**src/rtl/pixproc_pkg.sv**
```systemverilog
// Shared constants for the pixel point-operation pipeline: operation codes
// and the grayscale luma weights.
package pixproc_pkg;

    // Operation-select encodings; codes above OP_GRAY are reserved (passthrough)
    localparam int unsigned OP_PASS = 0;
    localparam int unsigned OP_INV  = 1;
    localparam int unsigned OP_THR  = 2;
    localparam int unsigned OP_BRT  = 3;
    localparam int unsigned OP_GRAY = 4;

    // Grayscale weights: y = (W_R*R + W_G*G + W_B*B) >> GRAY_SHIFT
    localparam int unsigned W_R        = 77;
    localparam int unsigned W_G        = 150;
    localparam int unsigned W_B        = 29;
    localparam int unsigned GRAY_SHIFT = 8;

endpackage

```
**src/rtl/pixproc_chan_alu.sv**
```systemverilog
// Per-channel combinational point operation: passthrough, invert, threshold
// and signed brightness offset with clamping. Grayscale needs all three
// channels and is handled by the parent; here it falls through as passthrough.
module pixproc_chan_alu
    import pixproc_pkg::*;
#(
    parameter int unsigned CW  = 8,
    parameter int unsigned OPW = 3
) (
    input  logic [CW-1:0]  ch,
    input  logic [OPW-1:0] op,
    input  logic [CW-1:0]  thresh,
    input  logic [CW-1:0]  bright,
    output logic [CW-1:0]  result,
    output logic           sat
);

    // Two guard bits hold both the sign and the overflow of ch + bright
    logic signed [CW+1:0] sum;

    // Select the channel result for the requested operation
    always_comb begin
        sum    = $signed({2'b00, ch}) + $signed({{2{bright[CW-1]}}, bright});
        result = ch;
        sat    = 1'b0;
        case (op)
            OPW'(OP_INV): result = ~ch;
            OPW'(OP_THR): result = (ch > thresh) ? '1 : '0;
            OPW'(OP_BRT): begin
                if (sum[CW+1]) begin
                    result = '0;
                    sat    = 1'b1;
                end else if (sum[CW]) begin
                    result = '1;
                    sat    = 1'b1;
                end else begin
                    result = sum[CW-1:0];
                end
            end
            default: result = ch;
        endcase
    end

endmodule

```
**src/rtl/pixel_proc_pipe.sv**
```systemverilog
// Streaming RGB point-operation engine: valid/ready handshake, two-stage
// pipeline, configuration latched into a shadow on each start-of-frame beat.
// Optional feature macro: PIXPROC_CLAMP_CNT_EN adds the clamp_cnt port, a
// per-frame count of channels saturated by the brightness operation.
module pixel_proc_pipe
    import pixproc_pkg::*;
#(
    parameter int unsigned CW  = 8,
    parameter int unsigned OPW = 3
) (
    input  logic              clk,
    input  logic              rst,
    input  logic              s_valid,
    output logic              s_ready,
    input  logic [3*CW-1:0]   s_pixel,
    input  logic              s_sof,
    output logic              m_valid,
    input  logic              m_ready,
    output logic [3*CW-1:0]   m_pixel,
    output logic              m_sof,
    input  logic [OPW-1:0]    cfg_op,
    input  logic [CW-1:0]     cfg_thresh,
    input  logic [CW-1:0]     cfg_bright
`ifdef PIXPROC_CLAMP_CNT_EN
    ,
    output logic [31:0]       clamp_cnt
`endif
);

    logic              en;
    logic              take_cfg;

    logic [OPW-1:0]    sh_op;
    logic [CW-1:0]     sh_thresh;
    logic [CW-1:0]     sh_bright;

    logic [OPW-1:0]    act_op;
    logic [CW-1:0]     act_thresh;
    logic [CW-1:0]     act_bright;

    logic              s1_valid;
    logic [3*CW-1:0]   s1_pixel;
    logic              s1_sof;
    logic [OPW-1:0]    s1_op;
    logic [CW-1:0]     s1_thresh;
    logic [CW-1:0]     s1_bright;

    logic [CW-1:0]     alu_res [3];
    logic [CW+7:0]     gray_sum;
    logic [CW-1:0]     gray_y;
    logic [3*CW-1:0]   res_pixel;

    // The whole pipe advances together whenever the output slot can move
    always_comb begin
        en       = !m_valid || m_ready;
        s_ready  = en;
        take_cfg = s_valid && en && s_sof;
    end

    // A start-of-frame beat uses the incoming config; all others use the shadow
    always_comb begin
        act_op     = sh_op;
        act_thresh = sh_thresh;
        act_bright = sh_bright;
        if (take_cfg) begin
            act_op     = cfg_op;
            act_thresh = cfg_thresh;
            act_bright = cfg_bright;
        end
    end

    // Shadow config register, reloaded only on accepted start-of-frame beats
    always_ff @(posedge clk) begin
        if (rst) begin
            sh_op     <= OPW'(OP_PASS);
            sh_thresh <= '0;
            sh_bright <= '0;
        end else if (take_cfg) begin
            sh_op     <= cfg_op;
            sh_thresh <= cfg_thresh;
            sh_bright <= cfg_bright;
        end
    end

    // Stage 1: capture the beat together with the config it must be processed with
    always_ff @(posedge clk) begin
        if (rst) begin
            s1_valid  <= 1'b0;
            s1_pixel  <= '0;
            s1_sof    <= 1'b0;
            s1_op     <= OPW'(OP_PASS);
            s1_thresh <= '0;
            s1_bright <= '0;
        end else if (en) begin
            s1_valid  <= s_valid;
            s1_pixel  <= s_pixel;
            s1_sof    <= s_valid && s_sof;
            s1_op     <= act_op;
            s1_thresh <= act_thresh;
            s1_bright <= act_bright;
        end
    end

`ifdef PIXPROC_CLAMP_CNT_EN
    logic [2:0]        sat_vec;
`endif

    // One ALU per channel; index 0 is blue (LSBs), index 2 is red (MSBs)
    for (genvar i = 0; i < 3; i++) begin : g_chan
        pixproc_chan_alu #(
            .CW  (CW),
            .OPW (OPW)
        ) u_alu (
            .ch     (s1_pixel[i*CW +: CW]),
            .op     (s1_op),
            .thresh (s1_thresh),
            .bright (s1_bright),
            .result (alu_res[i]),
`ifdef PIXPROC_CLAMP_CNT_EN
            .sat    (sat_vec[i])
`else
            .sat    ()
`endif
        );
    end

    // Luma needs all three channels, so it is formed here and overrides the ALUs
    always_comb begin
        gray_sum = (CW+8)'(W_R) * (CW+8)'(s1_pixel[2*CW +: CW])
                 + (CW+8)'(W_G) * (CW+8)'(s1_pixel[CW +: CW])
                 + (CW+8)'(W_B) * (CW+8)'(s1_pixel[0 +: CW]);
        gray_y   = CW'(gray_sum >> GRAY_SHIFT);
        if (s1_op == OPW'(OP_GRAY)) begin
            res_pixel = {gray_y, gray_y, gray_y};
        end else begin
            res_pixel = {alu_res[2], alu_res[1], alu_res[0]};
        end
    end

    // Stage 2: output register, held while the downstream stalls
    always_ff @(posedge clk) begin
        if (rst) begin
            m_valid <= 1'b0;
            m_pixel <= '0;
            m_sof   <= 1'b0;
        end else if (en) begin
            m_valid <= s1_valid;
            m_pixel <= res_pixel;
            m_sof   <= s1_sof;
        end
    end

`ifdef PIXPROC_CLAMP_CNT_EN
    logic [1:0]        sat_cnt;
    logic [1:0]        m_sat_cnt;
    logic [32:0]       clamp_sum;
    logic [31:0]       clamp_next;

    // Saturated channels of this beat, and the saturating per-frame accumulation
    always_comb begin
        sat_cnt    = 2'(sat_vec[0]) + 2'(sat_vec[1]) + 2'(sat_vec[2]);
        clamp_sum  = {1'b0, clamp_cnt} + 33'(m_sat_cnt);
        clamp_next = clamp_sum[32] ? '1 : clamp_sum[31:0];
        if (m_sof) begin
            clamp_next = 32'(m_sat_cnt);
        end
    end

    // Saturation count travels with its beat through the output register
    always_ff @(posedge clk) begin
        if (rst) begin
            m_sat_cnt <= '0;
        end else if (en) begin
            m_sat_cnt <= s1_valid ? sat_cnt : 2'd0;
        end
    end

    // Frame clamp counter, updated on each output transfer
    always_ff @(posedge clk) begin
        if (rst) begin
            clamp_cnt <= '0;
        end else if (m_valid && m_ready) begin
            clamp_cnt <= clamp_next;
        end
    end
`endif

endmodule

```
**config.mk**
```make
export PLATFORM = sky130hd
export DESIGN_NAME = pixel_proc_pipe
export DESIGN_NICKNAME = d
export VERILOG_FILES = /design/src/rtl/pixproc_pkg.sv /design/src/rtl/pixproc_chan_alu.sv /design/src/rtl/pixel_proc_pipe.sv
export SDC_FILE = /design/constraint.sdc
export NUM_CORES = 1
export LEC_CHECK = 0
export CORE_MARGIN = 3
export CORE_UTILIZATION = 56
export DETAILED_ROUTE_END_ITERATION = 16
export PLACE_DENSITY = 0.78
export SKIP_CTS_REPAIR_TIMING = 1
export SLEW_MARGIN = 40
export SYNTH_ARGS = -nofsm -noshare
export SYNTH_HDL_FRONTEND = slang
export SYNTH_SLANG_ARGS = --single-unit
```
**constraint.sdc**
```tcl
create_clock -name clk -period 10.2 [get_ports clk]
set_input_delay 1.53 -clock clk [delete_from_list [all_inputs] [get_ports clk]]
set_output_delay 1.53 -clock clk [all_outputs]
set_load 0.02 [all_outputs]
```
### After elaboration in Yosys (flattened, before gate mapping)

Index checks and enable logic that the tools add are counted.

* input bits: 48
* logic and storage cells: 51
* flip-flop bits (word level): 90

* multiply operators: 3
* equal/unequal tests: 4
* reduce and logical (&&, ||, !) cells: 5
* bitwise operators: 3
* magnitude comparators: 3
* $add $sub $neg: 5
* muxes and demuxes: 16

Operators with widths (number)
* $mux 8: 11
* $pmux 8 s3: 3
* $add 9x8->10: 3
* $mul 7x8->15 const A: 2
* $gt 8x8->1: 3
* $mux 24: 1
* $not 8->8: 3
* $add 15x16->16: 1
* $add 16x13->16: 1
* $mul 5x8->13 const A: 1
* $eq 3x2->1 const B: 2
* $eq 3x1->1 const B: 1
* $eq 3x3->1 const B: 1
* $logic_and 1x1->1: 3
* $mux 3: 1
* $logic_not 1->1: 1
* $logic_or 1x1->1: 1

### Longest topological paths before layout

* word-level depth: 5
* depth in mapped cells: 27
* gate-level depth less buffers: 27

### Hierarchy

From an unflattened synthesis, not the netlist that was laid out.

* cells, all modules: 1069
* area, all modules: 8821.0 um^2

Modules (own cells, without submodules)
* pixel_proc_pipe: instances 1, cells an instance 694, seq. area each 1801.7 um^2, area each 6294.8 um^2
* pixproc_chan_alu: instances 3, cells an instance 125, seq. area each 0.0 um^2, area each 842.1 um^2

### Least setup slack after synthesis

Ideal clock, no wire load.

* path kind: reg-to-reg
* from: register s1_pixel[13]
* to: register m_pixel[15]
* cell stages (with the launch flop): 26
* library setup time: 139 ps
* clock period less this slack: 6593 ps
* setup slack: 3607 ps
* buffers on the path: 0
* arrival time: 6454 ps
* cells stage by stage: dfxtp_1 -> ha_1 -> ha_1 -> ha_1 -> inv_1 -> fa_1 -> inv_1 -> ha_1 -> o21ai_0 -> nor2b_1 -> xnor2_1 -> fa_1 -> fa_1 -> inv_1 -> fa_1 -> fa_1 -> inv_1 -> ha_1 -> a21o_1 -> a31o_2 -> a221oi_1 -> o21ai_1 -> mux2i_1 -> and4_1 -> nor3_1 -> a311oi_1

* cells in the longest elaborated chain, start to end: 5
* elaborated cells on any way between the ends: 10

RTL lines
* start: declaration: RTL line pixel_proc_pipe.sv:42 `logic [3*CW-1:0] s1_pixel;`
* start signal: assignment: RTL line pixel_proc_pipe.sv:96 `s1_pixel <= s_pixel;`
* parallel branches: the longest is 4 deep, another holds $add 15x16->16
* $mux 24 *: RTL line pixel_proc_pipe.sv:133 `if (s1_op == OPW'(OP_GRAY)) begin`
* end signal: assignment: RTL line pixel_proc_pipe.sv:148 `m_pixel <= res_pixel;`
* end: declaration: RTL line pixel_proc_pipe.sv:19 `output logic [3*CW-1:0] m_pixel,`

Every way passes the cells marked *.
A chain may end at the register's enable or synchronous reset.

### Worst setup path after layout

Ends and elaborated chain as after synthesis.

==> flow_summary.toml <==
[outcome]
outcome = "complete, no violations"

[drt]
final_antenna_net_count = 0
num_vias = 7471
drc = 0
wl_per_cell_um = 18.0
drt_pass1_iterations = 5
wl_mm = 22.6
drtIter0Drc = 656
vias_per_cell = 5.93

[sta]
tightestPinTransition_ns = 0.785
rsz0062_at_grt = "no"
skew_ns = 0.00653
slew_violations = 0
fin_tns_setup_ns = 0
period_needed_ns = 7.37
fmax_ghz = 0.136
hold_viol_final = 0
finalCritPeriodShare_pct = 72.2
finalSetupViolCount = 0
slew_headroom_pct = 47.6

[die]
rows = 44
die_w_um = 130
start_util_pct = 58.2
die_area_um2 = 16900
ioPinCount = 75
fp.dieH_um = 130
core_um2 = 14800

[grt]
busiest_layer = "met2"
track_usage_pct = 27.9
grt_start_max_net_pins = 91
grt.met2_usage_pct = 44.7
use_met1_pct = 37.5
grtUsageMet3_pct = 5.20
grt_antenna_before_repair = 0
grt_pass1_wl_mm = 36.5
grt_pass1_vias = 7136
grt_overflow = 0

[critical_path]
crit_type = "register to register"
crit_required_ns = 10.42
cpPeakStageDelay_ns = 0.58
crit_buf_inv = 4
critPathMaxFanout = 10
crit_path_top_delay_cell = "dfxtp_1"
cp_top_family = "adder cells"
cp-end-kind = "register"
start_kind = "register"
rrSetupSlack_ns = 2.83
crit_path_frequent_cell = "ha_1"
arrival_ns = 7.58

[yosys]
syn_avg_cell_area_um2 = 8.47
synth_cell_type_count = 59
synthFlopType = "dfxtp_1"
synthCells = 1017
synth_enable_flop_cells = 0
syn-cell-area_um2 = 8610
async_flop_share_pct = 0
ys_ff_latch = 90
synth_nets = 1258
synth.yosys.seq_area_share_pct = 20.9
ys_warn_count = 0

[pwr]
p_int_uw = 1060
power.switching_uw = 825
power_leakage_uw = 0.00456
pwr-share-seq_pct = 23.2
combPwrFrac_pct = 57.5
p_sw_share_pct = 43.7
powerDensity_nw_per_um2 = 192
vdd_drop_max_mv = 0.172
clockPowerShare_pct = 19.3

[cells_and_area]
drive_gt1_share_pct = 3.53
mostFrequentLayoutCells = "135 x ha_1, 113 x inv_1, 111 x nor2_1, 90 x dfxtp_1, 82 x nand2_1"
antenna_cells = 0
fin_area_um2 = 9810
fin_nets = 1311
stdcell_count = 1259
final_common_cell = "ha_1"
areaGrowthSynthToFinish_pct = 13.9

[clock_network]
worstSkewPairLatency_ns = 0.37
cts.clk_slew.worst_paths_ns = 0.07
cts_root_buffer = "clkbuf_16"
numCtsBuffers = 9
cts_tree = "yes"
h-tree-depth = 3
cts.path.max_buffers = 2
cts_sinks = 90

[placed_design]
hpwlAfterDp_mm = 17.2
gp_congestion = 0.984
place_area_um2 = 9490
dp.cells = 1243
io_buffers = 74

[job]
drv_cap = 0

[worst_hold_path]
hold_class = "register to register"
worst reg2reg max path, delay by kind of cell, from the launching register on:
| kind | cells | cell delay, ns |
|---|---|---|
| XOR/XNOR | 1 | 0.14 |
| AND/OR/NAND/NOR | 6 | 1.17 |
| flip-flops | 1 | 0.58 |
| adder cells (fa/ha/maj) | 10 | 3.87 |
| multiplexers | 1 | 0.16 |
| buffers and inverters | 4 | 0.18 |
| AO/OA/AOI/OAI | 5 | 1.12 |
power groups by stage:
stage               logic (µW)  registers (µW)  clock network [µW]
floorplan                  779             451                   0
detailed placement        1070             445                   0
global route              1240             442                 383
finish                    1090             438                 364
global placement          1030             443                   0
CTS                       1080             437                 369
sequential cells by signal (all words and copies together) (netlist names):
register	cells
sh_bright	8
s1_thresh	8
s1_pixel	24
m_pixel	24
s1_bright	8
s1_op	3
s1_valid	1
m_valid	1
m_sof	1
sh_thresh	8
sh_op	3
s1_sof	1
cell usage after synthesis (all sizes together), types with 7 or more instances:
cell type / count / share of area, %
a21oi: 75 / 4.5
nor2: 111 / 4.8
o21a: 16 / 1.4
ha: 135 / 20
mux2i: 22 / 2.6
nand2: 82 / 3.6
inv: 114 / 5.0
xnor2: 29 / 3.2
o21ai: 61 / 3.6
dfxtp: 90 / 21
a211oi: 42 / 3.7
nor2b: 15 / 1.1
nor3: 11 / 0.64
xor2: 8 / 0.81
and3: 7 / 0.51
fa: 58 / 13
nand3: 12 / 0.70
clkbuf: 34 / 1.5
a21o: 18 / 1.6
o221ai: 8 / 0.81
worst paths after layout:
kind,cells past startpoint,from,to
max,27,s1_pixel[13],m_pixel[15]
min,2,m_sof,m_sof
max reg2reg,27,s1_pixel[13],m_pixel[15]
min reg2reg,2,m_sof,m_sof
cells by family (layout without fill, tap and decap cells):
group	count (synthesis)	count (layout)	synth area share (%)
simple gates	260	260	13.1
buf+inv	153	211	6.71
fa+ha+maj	195	195	33.3
compound gates	260	260	19.4
mux	22	22	2.56
flops	90	90	20.9
xor+xnor	37	37	3.98
stage by stage:
stage	util (%)	hold WS, ns	power (µW)	setup slack (ns)
after floorplan	-	0.432	1230	3.61
after CTS	66.2	0.453	1890	2.86
final	66.2	0.450	1890	2.83
after detailed placement	64.1	0.443	1510	2.91
after global routing	66.2	0.492	2060	2.41
after global placement	64.1	0.439	1480	3.11
per-layer routing:
| metal | up-vias | share of wire [%] | routed length (µm) |
|---|---|---|---|
| met2 | 246 | 46 | 10400 |
| met3 | 47 | 6.4 | 1460 |
| li1 | 3625 | - | - |
| met1 | 3553 | 45 | 10100 |
| met5 | - | 0 | 0 |
| met4 | 0 | 3.0 | 670 |
layout make-up:
cell class                      count  area [µm²]
Sequential cell                    90        1800
Clock buffer                        9         225
Timing Repair Buffer               81         792
Inverter                          114         428
Tap cell                          184         230
Multi-Input combinational cell    774        6240
Clock inverter                      7        95.1
Fill cell                        1244        5000
(Power assumes the default switching activity.)
